**src/rtl/cascade_counter_pkg.sv**
```systemverilog
// rtl/cascade_counter_pkg.sv - shared types, limits and load clamping for cascade_counter
package cascade_counter_pkg;

    typedef enum logic [1:0] {
        OP_HOLD,
        OP_CLR,
        OP_LOAD,
        OP_STEP
    } cnt_op_e;

    localparam int MAX_DIGITS  = 8;
    localparam int MAX_MODULUS = 16;
    localparam int MAX_DW      = $clog2(MAX_MODULUS);

    // Load fields can exceed the digit range; saturate them to the top digit value.
    function automatic logic [MAX_DW-1:0] clamp_digit(input logic [MAX_DW-1:0] field,
                                                      input int unsigned       modulus);
        if (32'(field) >= modulus) begin
            return MAX_DW'(modulus - 1);
        end
        return field;
    endfunction

endpackage

```
**src/rtl/cascade_counter_digit.sv**
```systemverilog
// rtl/cascade_counter_digit.sv - one modulo-MODULUS digit slice with terminal/wrap detect
// Down counting is elaborated only with CASCADE_COUNTER_UPDOWN_EN defined.
module counter_digit
    import cascade_counter_pkg::*;
#(
    parameter int MODULUS = 10,
    parameter int DW      = $clog2(MODULUS)
) (
    input  logic          clk,
    input  logic          rst_n,
    input  cnt_op_e       op,
    input  logic          step_en,
`ifdef CASCADE_COUNTER_UPDOWN_EN
    input  logic          up,
`endif
    input  logic [DW-1:0] load_field,
    output logic [DW-1:0] digit_o,
    output logic          is_terminal,
    output logic          wraps_next
);

    localparam logic [DW-1:0] LAST = DW'(MODULUS - 1);

    logic [DW-1:0] digit_d, digit_q;
    logic [DW-1:0] next_val;

    always_comb begin
`ifdef CASCADE_COUNTER_UPDOWN_EN
        if (up) begin
            next_val    = (digit_q == LAST) ? '0 : digit_q + DW'(1);
            is_terminal = (digit_q == LAST);
        end else begin
            next_val    = (digit_q == '0) ? LAST : digit_q - DW'(1);
            is_terminal = (digit_q == '0);
        end
`else
        next_val    = (digit_q == LAST) ? '0 : digit_q + DW'(1);
        is_terminal = (digit_q == LAST);
`endif
        wraps_next = step_en & is_terminal;
    end

    always_comb begin
        digit_d = digit_q;
        unique case (op)
            OP_CLR:  digit_d = '0;
            OP_LOAD: digit_d = DW'(clamp_digit(MAX_DW'(load_field), MODULUS));
            OP_STEP: if (step_en) digit_d = next_val;
            default: digit_d = digit_q;
        endcase
    end

    always_ff @(posedge clk or negedge rst_n) begin
        if (!rst_n) begin
            digit_q <= '0;
        end else begin
            digit_q <= digit_d;
        end
    end

    assign digit_o = digit_q;

endmodule

```
**src/rtl/cascade_counter.sv**
```systemverilog
// rtl/cascade_counter.sv - cascadable multi-digit modulo counter with load, clear and ripple carry
// Optional up/down direction input enabled by CASCADE_COUNTER_UPDOWN_EN.
module cascade_counter
    import cascade_counter_pkg::*;
#(
    parameter  int DIGITS  = 2,
    parameter  int MODULUS = 10,
    localparam int DW      = $clog2(MODULUS)
) (
    input  logic                 clk,
    input  logic                 rst_n,
    input  logic                 clr_i,
    input  logic                 load_i,
    input  logic [DIGITS*DW-1:0] load_val_i,
    input  logic                 enp_i,
    input  logic                 ent_i,
`ifdef CASCADE_COUNTER_UPDOWN_EN
    input  logic                 up_i,
`endif
    output logic [DIGITS*DW-1:0] count_o,
    output logic                 rco_o,
    output logic                 wrap_o
);

    if (DIGITS < 1 || DIGITS > MAX_DIGITS || MODULUS < 2 || MODULUS > MAX_MODULUS) begin : g_bad_cfg
        $error("cascade_counter: DIGITS or MODULUS out of range");
    end

    cnt_op_e           op;
    logic [DIGITS-1:0] term;
    logic [DIGITS-1:0] wraps;
    logic [DIGITS-1:0] step_en;
    logic              wrap_d, wrap_q;

    always_comb begin
        if (clr_i)                op = OP_CLR;
        else if (load_i)          op = OP_LOAD;
        else if (enp_i && ent_i)  op = OP_STEP;
        else                      op = OP_HOLD;
    end

    for (genvar k = 0; k < DIGITS; k++) begin : g_digit
        // A digit advances only while every lower digit sits at its terminal value.
        if (k == 0) begin : g_lsd
            assign step_en[k] = 1'b1;
        end else begin : g_upper
            assign step_en[k] = &term[k-1:0];
        end

        counter_digit #(
            .MODULUS (MODULUS),
            .DW      (DW)
        ) u_digit (
            .clk         (clk),
            .rst_n       (rst_n),
            .op          (op),
            .step_en     (step_en[k]),
`ifdef CASCADE_COUNTER_UPDOWN_EN
            .up          (up_i),
`endif
            .load_field  (load_val_i[k*DW +: DW]),
            .digit_o     (count_o[k*DW +: DW]),
            .is_terminal (term[k]),
            .wraps_next  (wraps[k])
        );
    end

    assign rco_o  = ent_i & (&term);
    assign wrap_d = (op == OP_STEP) & (&wraps);

    always_ff @(posedge clk or negedge rst_n) begin
        if (!rst_n) begin
            wrap_q <= 1'b0;
        end else begin
            wrap_q <= wrap_d;
        end
    end

    assign wrap_o = wrap_q;

endmodule

```
**config.mk**
```make
export PLATFORM = sky130hd
export DESIGN_NAME = cascade_counter
export DESIGN_NICKNAME = d
export VERILOG_FILES = /design/src/rtl/cascade_counter_pkg.sv /design/src/rtl/cascade_counter_digit.sv /design/src/rtl/cascade_counter.sv
export SDC_FILE = /design/constraint.sdc
export NUM_CORES = 1
export LEC_CHECK = 0
export BUFFER_PORTS_ARGS = -buffer_cell sky130_fd_sc_hd__buf_4
export CELL_PAD_IN_SITES_DETAIL_PLACEMENT = 0
export CELL_PAD_IN_SITES_GLOBAL_PLACEMENT = 1
export CORE_ASPECT_RATIO = 1.5
export CORE_UTILIZATION = 31
export CTS_CLUSTER_DIAMETER = 100
export DETAILED_ROUTE_END_ITERATION = 8
export PLACE_DENSITY_LB_ADDON = 0.2
export SYNTH_ARGS = -nofsm -noshare
export SYNTH_HDL_FRONTEND = slang
export SYNTH_SLANG_ARGS = --single-unit
```
**constraint.sdc**
```tcl
create_clock -name clk -period 1.65 [get_ports clk]
set_input_delay 0.165 -clock clk [delete_from_list [all_inputs] [get_ports clk]]
set_output_delay 0.165 -clock clk [all_outputs]
set_load 0.005 [all_outputs]
```
* Word-level counts from Yosys, hierarchy flattened
Cells that the tools add are included.
Storage, ports and cells: bits in registers 9, input bits 14, output and inout bits 10
Operators by class: $add $sub $neg 2, magnitude comparators 2, eq/ne operators 6, multiplexer cells 16, bitwise operators 3, reductions and logical operators 5
Operators by type and width (number):
- $mux 4 | 7
- $pmux 4 s3 | 2
- $add 4x1->4 const B | 2
- $eq 4x4->1 const B | 2
- $ge 4x4->1 const B | 2
- $mux 2 | 3
- $reduce_and 2->1 | 3
- $eq 2x2->1 const B | 2
- $mux 1 | 4
- $and 1x1->1 | 3
- $reduce_bool 3->1 | 1
- $eq 2x1->1 const B | 1
- $ne 2x1->1 const B | 1
- $logic_and 1x1->1 | 1

* Depth between registers and ports, before layout
word-level depth 8, mapped depth 6, depth with buffers taken out 6

* Hierarchy
A second synthesis with hierarchy kept.
Second synthesis, totals: cells, all modules 81, area total of the unflattened synthesis 688.2 um^2
Modules (own cells, without submodules):
- counter_digit | instances 2, cells each 36, area each 307.8 um^2
- cascade_counter | instances 1, cells each 9, area each 72.6 um^2

* Worst setup path after synthesis
OpenSTA, ideal clock, no wires.
kind register -> register, from register g_digit[1].u_digit.digit_q[0], to register g_digit[1].u_digit.digit_q[3], setup time 0.094 ns, arrival time 1.524 ns, required time 1.556 ns, path slack 0.032 ns, cell stages (with the launch flop) 5, buffers on the path 0, period minus slack after synthesis 1.618 ns, path through dfrtp_1 ha_1 or3b_1 a311o_1 a221oi_2
On the way: longest elaborated chain between the ends 4, elaborated cells between the ends (all ways) 5, classes of those cells 1 x add/sub; 1 x eq/ne; 3 x mux
Ends and longest elaborated chain:
- start, declared | line cascade_counter_digit.sv:24 | logic [DW-1:0] digit_d, digit_q;
- start signal, assigned | line cascade_counter_digit.sv:57 | digit_q <= digit_d;
- $add 4x1->4 or $eq 4x4->1 (tied branches) | line cascade_counter_digit.sv:37 | next_val = (digit_q == LAST) ? '0 : digit_q + DW'(1);
- $mux 4 (*) | line cascade_counter_digit.sv:37
- $mux 4 (*) | line cascade_counter_digit.sv:48 | OP_STEP: if (step_en) digit_d = next_val;
- $pmux 4 s3 (*) | line cascade_counter_digit.sv:45 | unique case (op)
Every way passes the cells marked *; elsewhere a longest branch is shown, timed or not. The select of a mux whose other input is x is not followed. A chain may end at the register's enable or synchronous reset.

* Worst setup path after layout
from register g_digit[0].u_digit.digit_q[1], to register g_digit[1].u_digit.digit_q[3]
On the way: longest elaborated chain between the ends 3
Ends and longest elaborated chain:
- start, declared | line cascade_counter_digit.sv:24
- start signal, assigned | line cascade_counter_digit.sv:57
- $eq 4x4->1 | line cascade_counter_digit.sv:38 | is_terminal = (digit_q == LAST);
- $ne 2x1->1 (no source line)
- $reduce_and 2->1 (no source line)
Every way passes these cells.

==> impl_results.md <==
* Top Family by Delay on Critical Path: compound AO/OA/AOI/OAI gates
* M2 GR Usage at between 20 and 30%
* RSZ-0062 raised after global routing: false
* Setup TNS at 0 ns
* H-Tree Depth at 1
* Pins Over Slew Limit at 0
* Final Skew at ~0.0030 ns
* Largest net degree at the start of global routing at 11
* Syn_nets at 89
* Root Buffer: clkbuf_4
* Worst path cell trace: inv_1 -> ha_1 -> and3b_2 -> nand3_1 -> a311o_1 -> a221oi_2
* TritonCTS Buffers at 3
* DR WL/cell at roughly 14 um
* Critical path class: reg -> reg
* Vias in the first global route at 627
* Initial antenna violation count at 0
* Vias per cell at about 5.4
* Antenna Nets Post-Route at 0
* Layout Utilization at ~48%
* Layout Nets at 125
* Total grt overflow at 0
* Initial Utilization at between 30% and 40%
* Fin crit share at 96.16%
* GR peak layer: met2
* 1st-pass router iterations at 4
* Critical Path Stages at 6
* Post-route worst setup slack at between 0.06 and 0.07 ns
* Num rows at 20
* Worst slew margin at between 60% and 70%
* GPL Wtd Cong at 0.7644
* Worst hold slack at ~0.12 ns
* Clock Sink Count at 9
* Worst hold path cell count at 2
* Met1 usage at 19.29%
* Place WS at ~0.04 ns
* Max VDD drop at 350.7 uV
* Post-detail-place hpwl at 1.401 mm
* Overall track demand over capacity in global routing at between 10% and 20%
* Post-Synthesis Cell Area at ~650 um^2
* Quantity of I/O buffers inserted on ports at 23
* Crit path DAT at 1.76 ns
* Startpoint types: register
* Distinct cells, synth at 32
* Buf+Inv Stages, Crit Path at 1
* Hold Violations, Final at 0
* Clk_lat worst skew at ~0.26 ns
* Reg2Reg Depth at 6
* Leak at roughly 0.43 nW
* Final WL at about 1.8 mm
* Seq/Total Area, Yosys at between 30% and 40%
* Antenna cells at 0
* Die Y at 58.22 um
* Avg Cell Area, Syn at 9.199 um^2
* #FFs+latches synth at 9
* CTS clk-pin slew, worst paths at about 0.07 ns
* Slowest CP cell: dfrtp_1
* Critical path's largest stage delay at 0.37 ns
* Minimum clock period after layout at 1.587 ns
* Power per cell area at 584.7 mW/mm^2
* Die ar. at 0.002298 mm^2
* DR iter-0 viols at 18
* Core area at roughly 0.0020 mm^2
* Crit path capture type: register
* Highest clock rate at ~630 MHz
* Layout cells sized above 1 at a little under 40%
* Area grow syn2layout at 45.98%
* Die W at roughly 39 um
* Yosys warns at 0
* Crit path max fanout at 3
* Outcome: finished clean
* Mapped Cells at between 70 and 80
* Clock Tree Buf Depth at 2
* Via count at roughly 700
* Maxcap violations at 0
* Hold Crit Class: in -> reg
* Number of I/O pins at 24
* Drt drc at 0
* Met3 Usage GRT at under 10%
* Crit path required time at ~1.8 ns
* CTS tree: built
* Setup Viol. Count Final at 0
* First-pass GRT wire length at approximately 2.7 mm
* Worst-margin pin slew at ~0.48 ns
## timing repair
action	CTS	global route
hold buffers	1	0
endpoints found under the hold margin	9	0
endpoints found under the setup margin	0	3
setup buffers	0	2
resized for setup	0	3
## final timing paths
kind	start	end	slack, ns
worst max-delay path	g_digit[0].u_digit.digit_o[1]	g_digit[1].u_digit.digit_o[3]	0.06
worst min-delay path	clr_i	g_digit[1].u_digit.digit_o[3]	0.12
worst max register to register	g_digit[0].u_digit.digit_o[1]	g_digit[1].u_digit.digit_o[3]	0.06
worst min register to register	g_digit[0].u_digit.digit_o[3]	g_digit[0].u_digit.digit_o[3]	0.62
max in group asynchronous	rst_n	g_digit[1].u_digit.digit_o[1]	1.25
min in group asynchronous	rst_n	g_digit[0].u_digit.digit_o[2]	0.26
## Yosys cell counts, drive strengths merged
cell | instances | area (um^2)
nand2 | 7 | 26.28
o211ai | 1 | 7.510
nand3b | 2 | 15.01
o221a | 1 | 11.26
or3 | 1 | 6.260
nand2b | 1 | 6.260
nand4b | 1 | 8.760
a21oi | 1 | 5.000
ha | 4 | 50.05
nor2b | 2 | 12.51
nor4 | 3 | 18.77
buf | 2 | 16.26
o311ai | 2 | 17.52
a221oi | 1 | 15.01
a31oi | 1 | 6.260
and3b | 1 | 8.760
o21bai | 1 | 7.510
o21a | 1 | 7.510
and3 | 2 | 12.51
nor3 | 3 | 15.01
inv | 5 | 18.77
a22oi | 1 | 7.510
o21ai | 5 | 25.02
a311o | 2 | 20.02
nor3b | 1 | 7.510
nand4bb | 1 | 27.53
or3b | 1 | 8.760
nand3 | 4 | 20.02
nor2 | 3 | 11.26
dfrtp | 9 | 225.2
a211oi | 1 | 7.510
## power breakdown
part	switching (W)	total [W]	internal, W
combinational	0.0000642	0.000139	0.0000752
clock	0.0000833	0.000177	0.0000935
sequential	0.00000919	0.000241	0.000232
total	0.000157	0.000557	0.000401
## cell usage in the layout (no fill, tap or decap), types with 2 or more instances in the layout
cell,netlist,layout
a311o_1,2,2
and3_1,2,2
buf_4,0,32
clkbuf_4,0,3
dfrtp_1,9,9
ha_1,4,4
inv_1,5,5
nand2_1,7,7
nand3_1,4,4
nand3b_1,2,2
nor2_1,3,3
nor2b_1,2,2
nor3_1,3,2
nor4_1,3,2
o21ai_0,5,5
o311ai_0,2,2
## stage by stage
step                cells  total power, W  instance area (um^2)
CTS                   126       0.0005571                 925.9
detailed placement    121       0.0003779                 889.6
floorplan              71       0.0002997                 653.1
global route          128       0.0005830                 953.4
global placement      121       0.0003776                 889.6
finish                128       0.0005575                 953.4
## sequential cells by signal, summed over array words and instances, names as in the netlist
name / count
wrap_o: 1
g_digit.u_digit.digit_o: 8
## cell type report
cell class                      instances  area (um^2)
Tap cell                               22        27.53
Inverter                                5        18.77
Clock buffer                            4        26.28
Timing Repair Buffer                   33        250.2
Sequential cell                         9        225.2
Multi-Input combinational cell         55        405.4
Fill cell                             209         1049
## layer usage
| layer | up-vias | wire length [um] |
|---|---|---|
| met5 | - | 0 |
| met4 | 0 | 25 |
| met3 | 4 | 92 |
| met2 | 20 | 936 |
| met1 | 327 | 742 |
| li1 | 337 | - |
## logic make-up (layout without fill, tap and decap cells)
group / count (synthesis) / count (layout) / synth area share (%)
adder cells (fa/ha/maj): 4 / 4 / 7.663
AND/OR/NAND/NOR: 33 / 33 / 31.42
AO/OA/AOI/OAI: 18 / 18 / 21.07
buffers and inverters: 7 / 42 / 5.363
flip-flops: 9 / 9 / 34.48
(Power assumes the default switching activity.)
